`src/rtl/uart_bus_host.sv`:
```
// UART-to-bus bridge: 8N1 command frames on rx_i become single 32-bit bus
// transactions; status and read data are returned serially on tx_o.
module uart_bus_host #(
    parameter int CLOCK_FREQUENCY = 50_000_000,
    parameter int BAUD_RATE       = 115200
) (
    input  logic        clk_i,
    input  logic        rst_ni,
    input  logic        rx_i,
    output logic        tx_o,
    output logic        host_req_o,
    input  logic        host_gnt_i,
    output logic        host_we_o,
    output logic [3:0]  host_be_o,
    output logic [31:0] host_addr_o,
    output logic [31:0] host_wdata_o,
    input  logic        host_rvalid_i,
    input  logic [31:0] host_rdata_i,
    input  logic        host_err_i,
    output logic        busy_o
);
    localparam int CLKS_PER_BIT = CLOCK_FREQUENCY / BAUD_RATE;
    localparam int CW = $clog2(CLKS_PER_BIT) + 1;
    localparam logic [CW-1:0] HALF_LAST = CW'(CLKS_PER_BIT / 2 - 1);
    localparam logic [CW-1:0] BIT_LAST  = CW'(CLKS_PER_BIT - 1);

    typedef enum logic [1:0] {R_IDLE, R_START, R_DATA, R_STOP} rx_state_t;
    typedef enum logic [2:0] {P_IDLE, P_ADDR, P_DATA, P_REQ, P_WAIT, P_RESP} p_state_t;

    logic            rx_meta_q, rx_meta_d, rx_sync_q, rx_sync_d, rx_prev_q, rx_prev_d;
    rx_state_t       rx_state_q, rx_state_d;
    logic [CW-1:0]   rx_cnt_q, rx_cnt_d;
    logic [2:0]      rx_bit_q, rx_bit_d;
    logic [7:0]      rx_shift_q, rx_shift_d, rx_byte_q, rx_byte_d;
    logic            rx_strobe_q, rx_strobe_d, rx_ferr_q, rx_ferr_d;

    p_state_t        p_state_q, p_state_d;
    logic [1:0]      p_cnt_q, p_cnt_d;
    logic            is_write_q, is_write_d;
    logic [31:0]     asm_q, asm_d, addr_q, addr_d, wdata_q, wdata_d;
    logic            req_q, req_d, we_q, we_d, busy_q, busy_d;
    logic [3:0]      be_q, be_d;

    logic            tx_q, tx_d, tx_active_q, tx_active_d;
    logic [CW-1:0]   tx_cnt_q, tx_cnt_d;
    logic [3:0]      tx_bit_q, tx_bit_d;
    logic [7:0]      tx_byte_q, tx_byte_d;
    logic [39:0]     tx_buf_q, tx_buf_d;
    logic [2:0]      tx_left_q, tx_left_d;
    logic            tx_load, tx_finish;

    always_comb begin
        rx_meta_d   = rx_i;
        rx_sync_d   = rx_meta_q;
        rx_prev_d   = rx_sync_q;
        rx_state_d  = rx_state_q;
        rx_cnt_d    = rx_cnt_q;
        rx_bit_d    = rx_bit_q;
        rx_shift_d  = rx_shift_q;
        rx_byte_d   = rx_byte_q;
        rx_strobe_d = 1'b0;
        rx_ferr_d   = 1'b0;
        p_state_d   = p_state_q;
        p_cnt_d     = p_cnt_q;
        is_write_d  = is_write_q;
        asm_d       = asm_q;
        addr_d      = addr_q;
        wdata_d     = wdata_q;
        req_d       = req_q;
        we_d        = we_q;
        be_d        = be_q;
        busy_d      = busy_q;
        tx_d        = tx_q;
        tx_active_d = tx_active_q;
        tx_cnt_d    = tx_cnt_q;
        tx_bit_d    = tx_bit_q;
        tx_byte_d   = tx_byte_q;
        tx_buf_d    = tx_buf_q;
        tx_left_d   = tx_left_q;
        tx_load     = 1'b0;
        tx_finish   = 1'b0;

        // Receiver: start detected on a falling edge, confirmed at half-bit.
        case (rx_state_q)
            R_IDLE: begin
                if (rx_prev_q && !rx_sync_q) begin
                    rx_state_d = R_START;
                    rx_cnt_d   = '0;
                end
            end
            R_START: begin
                if (rx_cnt_q == HALF_LAST) begin
                    rx_cnt_d   = '0;
                    rx_bit_d   = 3'd0;
                    rx_state_d = rx_sync_q ? R_IDLE : R_DATA;
                end else begin
                    rx_cnt_d = rx_cnt_q + 1'b1;
                end
            end
            R_DATA: begin
                if (rx_cnt_q == BIT_LAST) begin
                    rx_cnt_d   = '0;
                    rx_shift_d = {rx_sync_q, rx_shift_q[7:1]};
                    if (rx_bit_q == 3'd7) begin
                        rx_state_d = R_STOP;
                    end else begin
                        rx_bit_d = rx_bit_q + 3'd1;
                    end
                end else begin
                    rx_cnt_d = rx_cnt_q + 1'b1;
                end
            end
            default: begin
                if (rx_cnt_q == BIT_LAST) begin
                    rx_state_d  = R_IDLE;
                    rx_strobe_d = rx_sync_q;
                    rx_ferr_d   = !rx_sync_q;
                    rx_byte_d   = rx_shift_q;
                end else begin
                    rx_cnt_d = rx_cnt_q + 1'b1;
                end
            end
        endcase

        // Transmitter: drains tx_buf_q byte by byte with no gap between frames.
        if (!tx_active_q) begin
            tx_load = (tx_left_q != 3'd0);
        end else if (tx_cnt_q == BIT_LAST) begin
            tx_cnt_d = '0;
            if (tx_bit_q == 4'd9) begin
                if (tx_left_q != 3'd0) begin
                    tx_load = 1'b1;
                end else begin
                    tx_active_d = 1'b0;
                    tx_finish   = 1'b1;
                end
            end else begin
                tx_bit_d = tx_bit_q + 4'd1;
                if (tx_bit_q < 4'd8) begin
                    tx_d      = tx_byte_q[0];
                    tx_byte_d = {1'b0, tx_byte_q[7:1]};
                end else begin
                    tx_d = 1'b1;
                end
            end
        end else begin
            tx_cnt_d = tx_cnt_q + 1'b1;
        end
        if (tx_load) begin
            tx_active_d = 1'b1;
            tx_cnt_d    = '0;
            tx_bit_d    = 4'd0;
            tx_d        = 1'b0;
            tx_byte_d   = tx_buf_q[7:0];
            tx_buf_d    = {8'h00, tx_buf_q[39:8]};
            tx_left_d   = tx_left_q - 3'd1;
        end

        case (p_state_q)
            P_IDLE: begin
                if (rx_strobe_q) begin
                    busy_d = 1'b1;
                    if (rx_byte_q == 8'h57 || rx_byte_q == 8'h52) begin
                        is_write_d = (rx_byte_q == 8'h57);
                        p_cnt_d    = 2'd0;
                        p_state_d  = P_ADDR;
                    end else begin
                        tx_buf_d  = {32'h0, 8'h3F};
                        tx_left_d = 3'd1;
                        p_state_d = P_RESP;
                    end
                end
            end
            P_ADDR, P_DATA: begin
                if (rx_ferr_q) begin
                    busy_d    = 1'b0;
                    p_state_d = P_IDLE;
                end else if (rx_strobe_q) begin
                    asm_d   = {rx_byte_q, asm_q[31:8]};
                    p_cnt_d = p_cnt_q + 2'd1;
                    if (p_cnt_q == 2'd3) begin
                        if (p_state_q == P_ADDR) begin
                            addr_d = asm_d;
                        end else begin
                            wdata_d = asm_d;
                        end
                        if (p_state_q == P_ADDR && is_write_q) begin
                            p_state_d = P_DATA;
                        end else begin
                            p_state_d = P_REQ;
                            req_d     = 1'b1;
                            we_d      = is_write_q;
                            be_d      = 4'hF;
                        end
                    end
                end
            end
            P_REQ: begin
                if (host_gnt_i) begin
                    req_d     = 1'b0;
                    we_d      = 1'b0;
                    be_d      = 4'h0;
                    p_state_d = P_WAIT;
                end
            end
            P_WAIT: begin
                if (host_rvalid_i) begin
                    if (host_err_i) begin
                        tx_buf_d  = {32'h0, 8'h45};
                        tx_left_d = 3'd1;
                    end else begin
                        tx_buf_d  = {host_rdata_i, 8'h4B};
                        tx_left_d = is_write_q ? 3'd1 : 3'd5;
                    end
                    p_state_d = P_RESP;
                end
            end
            P_RESP: begin
                if (tx_finish) begin
                    busy_d    = 1'b0;
                    p_state_d = P_IDLE;
                end
            end
            default: p_state_d = P_IDLE;
        endcase
    end

    always_ff @(posedge clk_i or negedge rst_ni) begin
        if (!rst_ni) begin
            rx_meta_q   <= 1'b1;
            rx_sync_q   <= 1'b1;
            rx_prev_q   <= 1'b1;
            rx_state_q  <= R_IDLE;
            rx_cnt_q    <= '0;
            rx_bit_q    <= 3'd0;
            rx_shift_q  <= 8'h00;
            rx_byte_q   <= 8'h00;
            rx_strobe_q <= 1'b0;
            rx_ferr_q   <= 1'b0;
            p_state_q   <= P_IDLE;
            p_cnt_q     <= 2'd0;
            is_write_q  <= 1'b0;
            asm_q       <= 32'h0;
            addr_q      <= 32'h0;
            wdata_q     <= 32'h0;
            req_q       <= 1'b0;
            we_q        <= 1'b0;
            be_q        <= 4'h0;
            busy_q      <= 1'b0;
            tx_q        <= 1'b1;
            tx_active_q <= 1'b0;
            tx_cnt_q    <= '0;
            tx_bit_q    <= 4'd0;
            tx_byte_q   <= 8'h00;
            tx_buf_q    <= 40'h0;
            tx_left_q   <= 3'd0;
        end else begin
            rx_meta_q   <= rx_meta_d;
            rx_sync_q   <= rx_sync_d;
            rx_prev_q   <= rx_prev_d;
            rx_state_q  <= rx_state_d;
            rx_cnt_q    <= rx_cnt_d;
            rx_bit_q    <= rx_bit_d;
            rx_shift_q  <= rx_shift_d;
            rx_byte_q   <= rx_byte_d;
            rx_strobe_q <= rx_strobe_d;
            rx_ferr_q   <= rx_ferr_d;
            p_state_q   <= p_state_d;
            p_cnt_q     <= p_cnt_d;
            is_write_q  <= is_write_d;
            asm_q       <= asm_d;
            addr_q      <= addr_d;
            wdata_q     <= wdata_d;
            req_q       <= req_d;
            we_q        <= we_d;
            be_q        <= be_d;
            busy_q      <= busy_d;
            tx_q        <= tx_d;
            tx_active_q <= tx_active_d;
            tx_cnt_q    <= tx_cnt_d;
            tx_bit_q    <= tx_bit_d;
            tx_byte_q   <= tx_byte_d;
            tx_buf_q    <= tx_buf_d;
            tx_left_q   <= tx_left_d;
        end
    end

    assign tx_o         = tx_q;
    assign host_req_o   = req_q;
    assign host_we_o    = we_q;
    assign host_be_o    = be_q;
    assign host_addr_o  = addr_q;
    assign host_wdata_o = wdata_q;
    assign busy_o       = busy_q;
endmodule

```
`config.mk`:
```
export PLATFORM = sky130hd
export DESIGN_NAME = uart_bus_host
export DESIGN_NICKNAME = d
export VERILOG_FILES = /design/src/rtl/uart_bus_host.sv
export SDC_FILE = /design/constraint.sdc
export NUM_CORES = 1
export LEC_CHECK = 0
export ABC_CLOCK_PERIOD_IN_PS = 2200
export CAP_MARGIN = 20
export CELL_PAD_IN_SITES_DETAIL_PLACEMENT = 2
export CELL_PAD_IN_SITES_GLOBAL_PLACEMENT = 2
export CORE_MARGIN = 3
export CORE_UTILIZATION = 34
export DETAILED_ROUTE_END_ITERATION = 7
export PLACE_DENSITY = 0.77
export SKIP_CTS_REPAIR_TIMING = 1
export SLEW_MARGIN = 30
export SYNTH_ARGS = -nofsm -noshare
export SYNTH_HDL_FRONTEND = slang
export SYNTH_SLANG_ARGS = --single-unit
export TNS_END_PERCENT = 10
```
`constraint.sdc`:
```
create_clock -name clk_i -period 2.2 [get_ports clk_i]
set_input_delay 0.33 -clock clk_i [delete_from_list [all_inputs] [get_ports clk_i]]
set_output_delay 0.33 -clock clk_i [all_outputs]
set_load 0.05 [all_outputs]
```
==> results.json, run 1 <==
{
  "grt-ovfl-total": 0,
  "cts-root-buf": "clkbuf_16",
  "timing.final.crit_share": 1.18,
  "crit_arrival_ns": 2.94,
  "rows": 59,
  "synth_edf_count": 0,
  "yosys.area_share.simple": 0.103,
  "fmax_ghz": 0.386,
  "grt_use_total": 0.205,
  "yosysMostFrequentCell": "dfrtp_1",
  "synth_mux_area_frac": 0.188,
  "grt_start_max_net_pins": 67,
  "tns_ns": -13.61,
  "syn_area_mm2": 0.00933,
  "htreeDepth": 4,
  "io_buffer_count": 109,
  "synth_cell_types": 62,
  "seq_area_mm2": 0.00501,
  "vias": 7154,
  "violations": "design-rule violations, negative setup slack",
  "clk_latency_ns": 0.46,
  "avgSynthCellArea_um2": 11.8,
  "worstSetupStartpoint": "tx_cnt_q[1]$_DFFE_PN0P_",
  "synth_fa_ha_area_frac": 0.0215,
  "cts_tree": "built",
  "firstDrtPassIters": 8,
  "avgRoutedWirePerCell_um": 24.0,
  "routed_wl_um": 31500,
  "skew_ns": 0.0181,
  "fillers": 2633,
  "p_total_mw": 8.29,
  "area_delta_synth_final_pct": 32.0,
  "clock_path_buffers": 2,
  "cts_buffers": 17,
  "core_mm2": 0.0265,
  "nets": 1020,
  "die-area_mm2": 0.0295,
  "synth_commonest_cells": "dfrtp_1 (196), mux2_2 (130), nor2_1 (59)",
  "yosysSeqAreaShare": 0.537,
  "drt_iter0_markers": 372,
  "final_layout_size_suffix_gt1_frac": 0.303,
  "critPathMaxFanout": 10,
  "clk_pin_slew_worst_paths_ns": 0.09,
  "syn_nets": 847,
  "vias_per_cell": 5.44,
  "drc": 6,
  "start_kind": "flop",
  "hpwl_um": 19600,
  "synth_top_family_by_area": "multiplexers",
  "leakage_nw": 5.68,
  "n_antenna_cell": 0,
  "start_util": 0.352,
  "synthFlopType": "dfrtp_1",
  "netlist.top_cell.by_area": "dfrtp_1",
  "synth_xor_area_frac": 0.0103,
  "postRouteAntennaNets": 0,
  "multi_input_area_mm2": 0.00419,
  "rr_startpoint": "tx_cnt_q[1]$_DFFE_PN0P_",
  "yosys.area.top_type_share": 0.526,
  "grt_pass1_wl_um": 47100,
  "io_pins": 110,
  "worst_slew_pin_slew_ns": 0.652,
  "powerDensity_mw_per_mm2": 674,
  "async_reset_ff_frac": 1.00,
  "vdd_drop_max_v": 0.000478,
  "synth_compound_area_frac": 0.107,
  "hold_path.class": "in -> reg",
  "relSlewSlack": 0.561,
  "timing.critical_path.required_ns": 2.55,
  "dieHeight_um": 172,
  "criticalPathCategory": "reg -> reg",
  "place_congestion": 0.754,
  "ys.warnings.count": 0,
  "ys_top_cells_by_area": "dfrtp_1 (53%), mux2_2 (16%), mux2i_1 (3.1%), nor2_1 (2.4%), o22ai_1 (2.3%)",
  "die_w_um": 172,
  "setup_viol": 77,
  "holdCritStartpoint": "rx_i",
  "outcome": "complete, but fails checks",
  "syn_inst": 793,
  "worst_slack_ns": -0.391,
  "layout_min_cycle_time_ns": 2.59,
  "hold_viol_final": 0,
  "cts.sinks": 200,
  "maxCapViolCount": 0,
  "report.final.slew_viol_count": 0,
  "rsz0062_at_grt": "yes",
  "ys_seq_elements": 200,
  "grt_pass1_vias": 7991,
  "cp-end-kind": "flop",
  "antenna_found_initial": 0
}
==> path summary, 6_finish.rpt <==
| kind | to | slack, ns | depth (start not counted) |
|---|---|---|---|
| max | tx_buf_q[2]$_DFF_PN0_ | -0.39 | 9 |
| min | rx_meta_q$_DFF_PN1_ | 0.27 | 1 |
| max reg2reg | tx_buf_q[2]$_DFF_PN0_ | -0.39 | 9 |
| min reg2reg | rx_prev_d$_DFF_PN1_ | 0.36 | 0 |
| max in group asynchronous | tx_o$_DFFE_PN1P_ | 1.17 | 3 |
| min in group asynchronous | tx_cnt_q[5]$_DFFE_PN0P_ | 0.34 | 2 |
==> placed cells by master (no fill, tap or decap), drive strengths merged, types with 15 or more instances in the layout <==
cell | synthesis | routed
nor3 | 15 | 15
nor2 | 59 | 59
mux2i | 29 | 29
clkbuf | 20 | 21
clkdlybuf4s50 | 0 | 108
nand2 | 39 | 39
o22ai | 35 | 35
inv | 22 | 34
nand3 | 21 | 21
a21oi | 20 | 20
mux2 | 130 | 130
ha | 16 | 16
dfrtp | 196 | 196
o21ai | 41 | 41
buf | 23 | 84
==> where the power goes <==
group	switching [mW]	leakage [nW]	internal [mW]	total, mW
combinational	0.628	2.76	0.428	1.06
sequential	0.0570	2.60	3.73	3.79
clock	1.83	0.309	1.62	3.45
==> layout make-up <==
| type | instances | area share |
|---|---|---|
| inverter | 22 | 0.00671 |
| multi-input combinational | 528 | 0.341 |
| clock buffer | 17 | 0.0346 |
| clock inverter | 15 | 0.0175 |
| timing repair buffer | 197 | 0.159 |
| tap | 335 | 0.0341 |
| sequential | 200 | 0.407 |
==> registers in the layout (all words and copies together), names as in the netlist, 2 cells and up <==
register and flops:
tx_byte_q 8, p_state_q 3, tx_buf_q 40, tx_cnt_q 10, asm_q 24, host_addr_o 32
rx_state_q 2, p_cnt_q 2, rx_cnt_q 10, host_wdata_o 32, tx_left_q 3, tx_bit_q 4
rx_bit_q 3, rx_shift_q 8, rx_byte_q 8
==> kinds of logic after synthesis <==
family,Yosys count
multiplexers,159
flip-flops,200
AND/OR/NAND/NOR,192
buffers and inverters,65
adder cells (fa/ha/maj),16
XOR/XNOR,11
AO/OA/AOI/OAI,150
==> worst max-delay path: stages (launching register included) <==
cell and delay [ns]:
dfrtp_1 0.40, inv_1 0.08, ha_1 0.15, or3b_1 0.37, or4_4 0.56, a21oi_4 0.26, buf_4 0.17, clkbuf_16 0.16
nor3_1 0.07, o31ai_1 0.26
==> layer usage <==
metal  track usage  share of wire  wire, um
met5             0              0         0
met4        0.0476          0.013       403
met3        0.0294          0.017       528
met2         0.373           0.54     16900
met1         0.258           0.44     13700
==> stage by stage <==
stage | setup slack, ns | hold slack [ns] | instances | utilization | cell area [um2]
2_1_floorplan | -0.202 | 0.0344 | 793 | - | 9330
3_3_place_gp | -0.268 | 0.248 | 1271 | 0.428 | 11400
3_5_place_dp | -0.386 | 0.251 | 1271 | 0.428 | 11400
4_1_cts | -0.409 | -0.244 | 1303 | 0.453 | 12000
5_1_grt | -0.480 | 0.268 | 1314 | 0.464 | 12300
6_report | -0.391 | 0.266 | 1314 | 0.464 | 12300
Power figures use the tool's default switching activity.
==> run 2, diff against run 1 <==
--- a/config.mk
+++ b/config.mk
@@ -12,6 +12,7 @@
 export CORE_MARGIN = 3
 export CORE_UTILIZATION = 34
 export DETAILED_ROUTE_END_ITERATION = 7
+export GPL_ROUTABILITY_DRIVEN = 0
 export PLACE_DENSITY = 0.77
 export SKIP_CTS_REPAIR_TIMING = 1
 export SLEW_MARGIN = 30
==> results of run 2 <==
The final DEF is identical to that of run 1; final timing and power are the same.
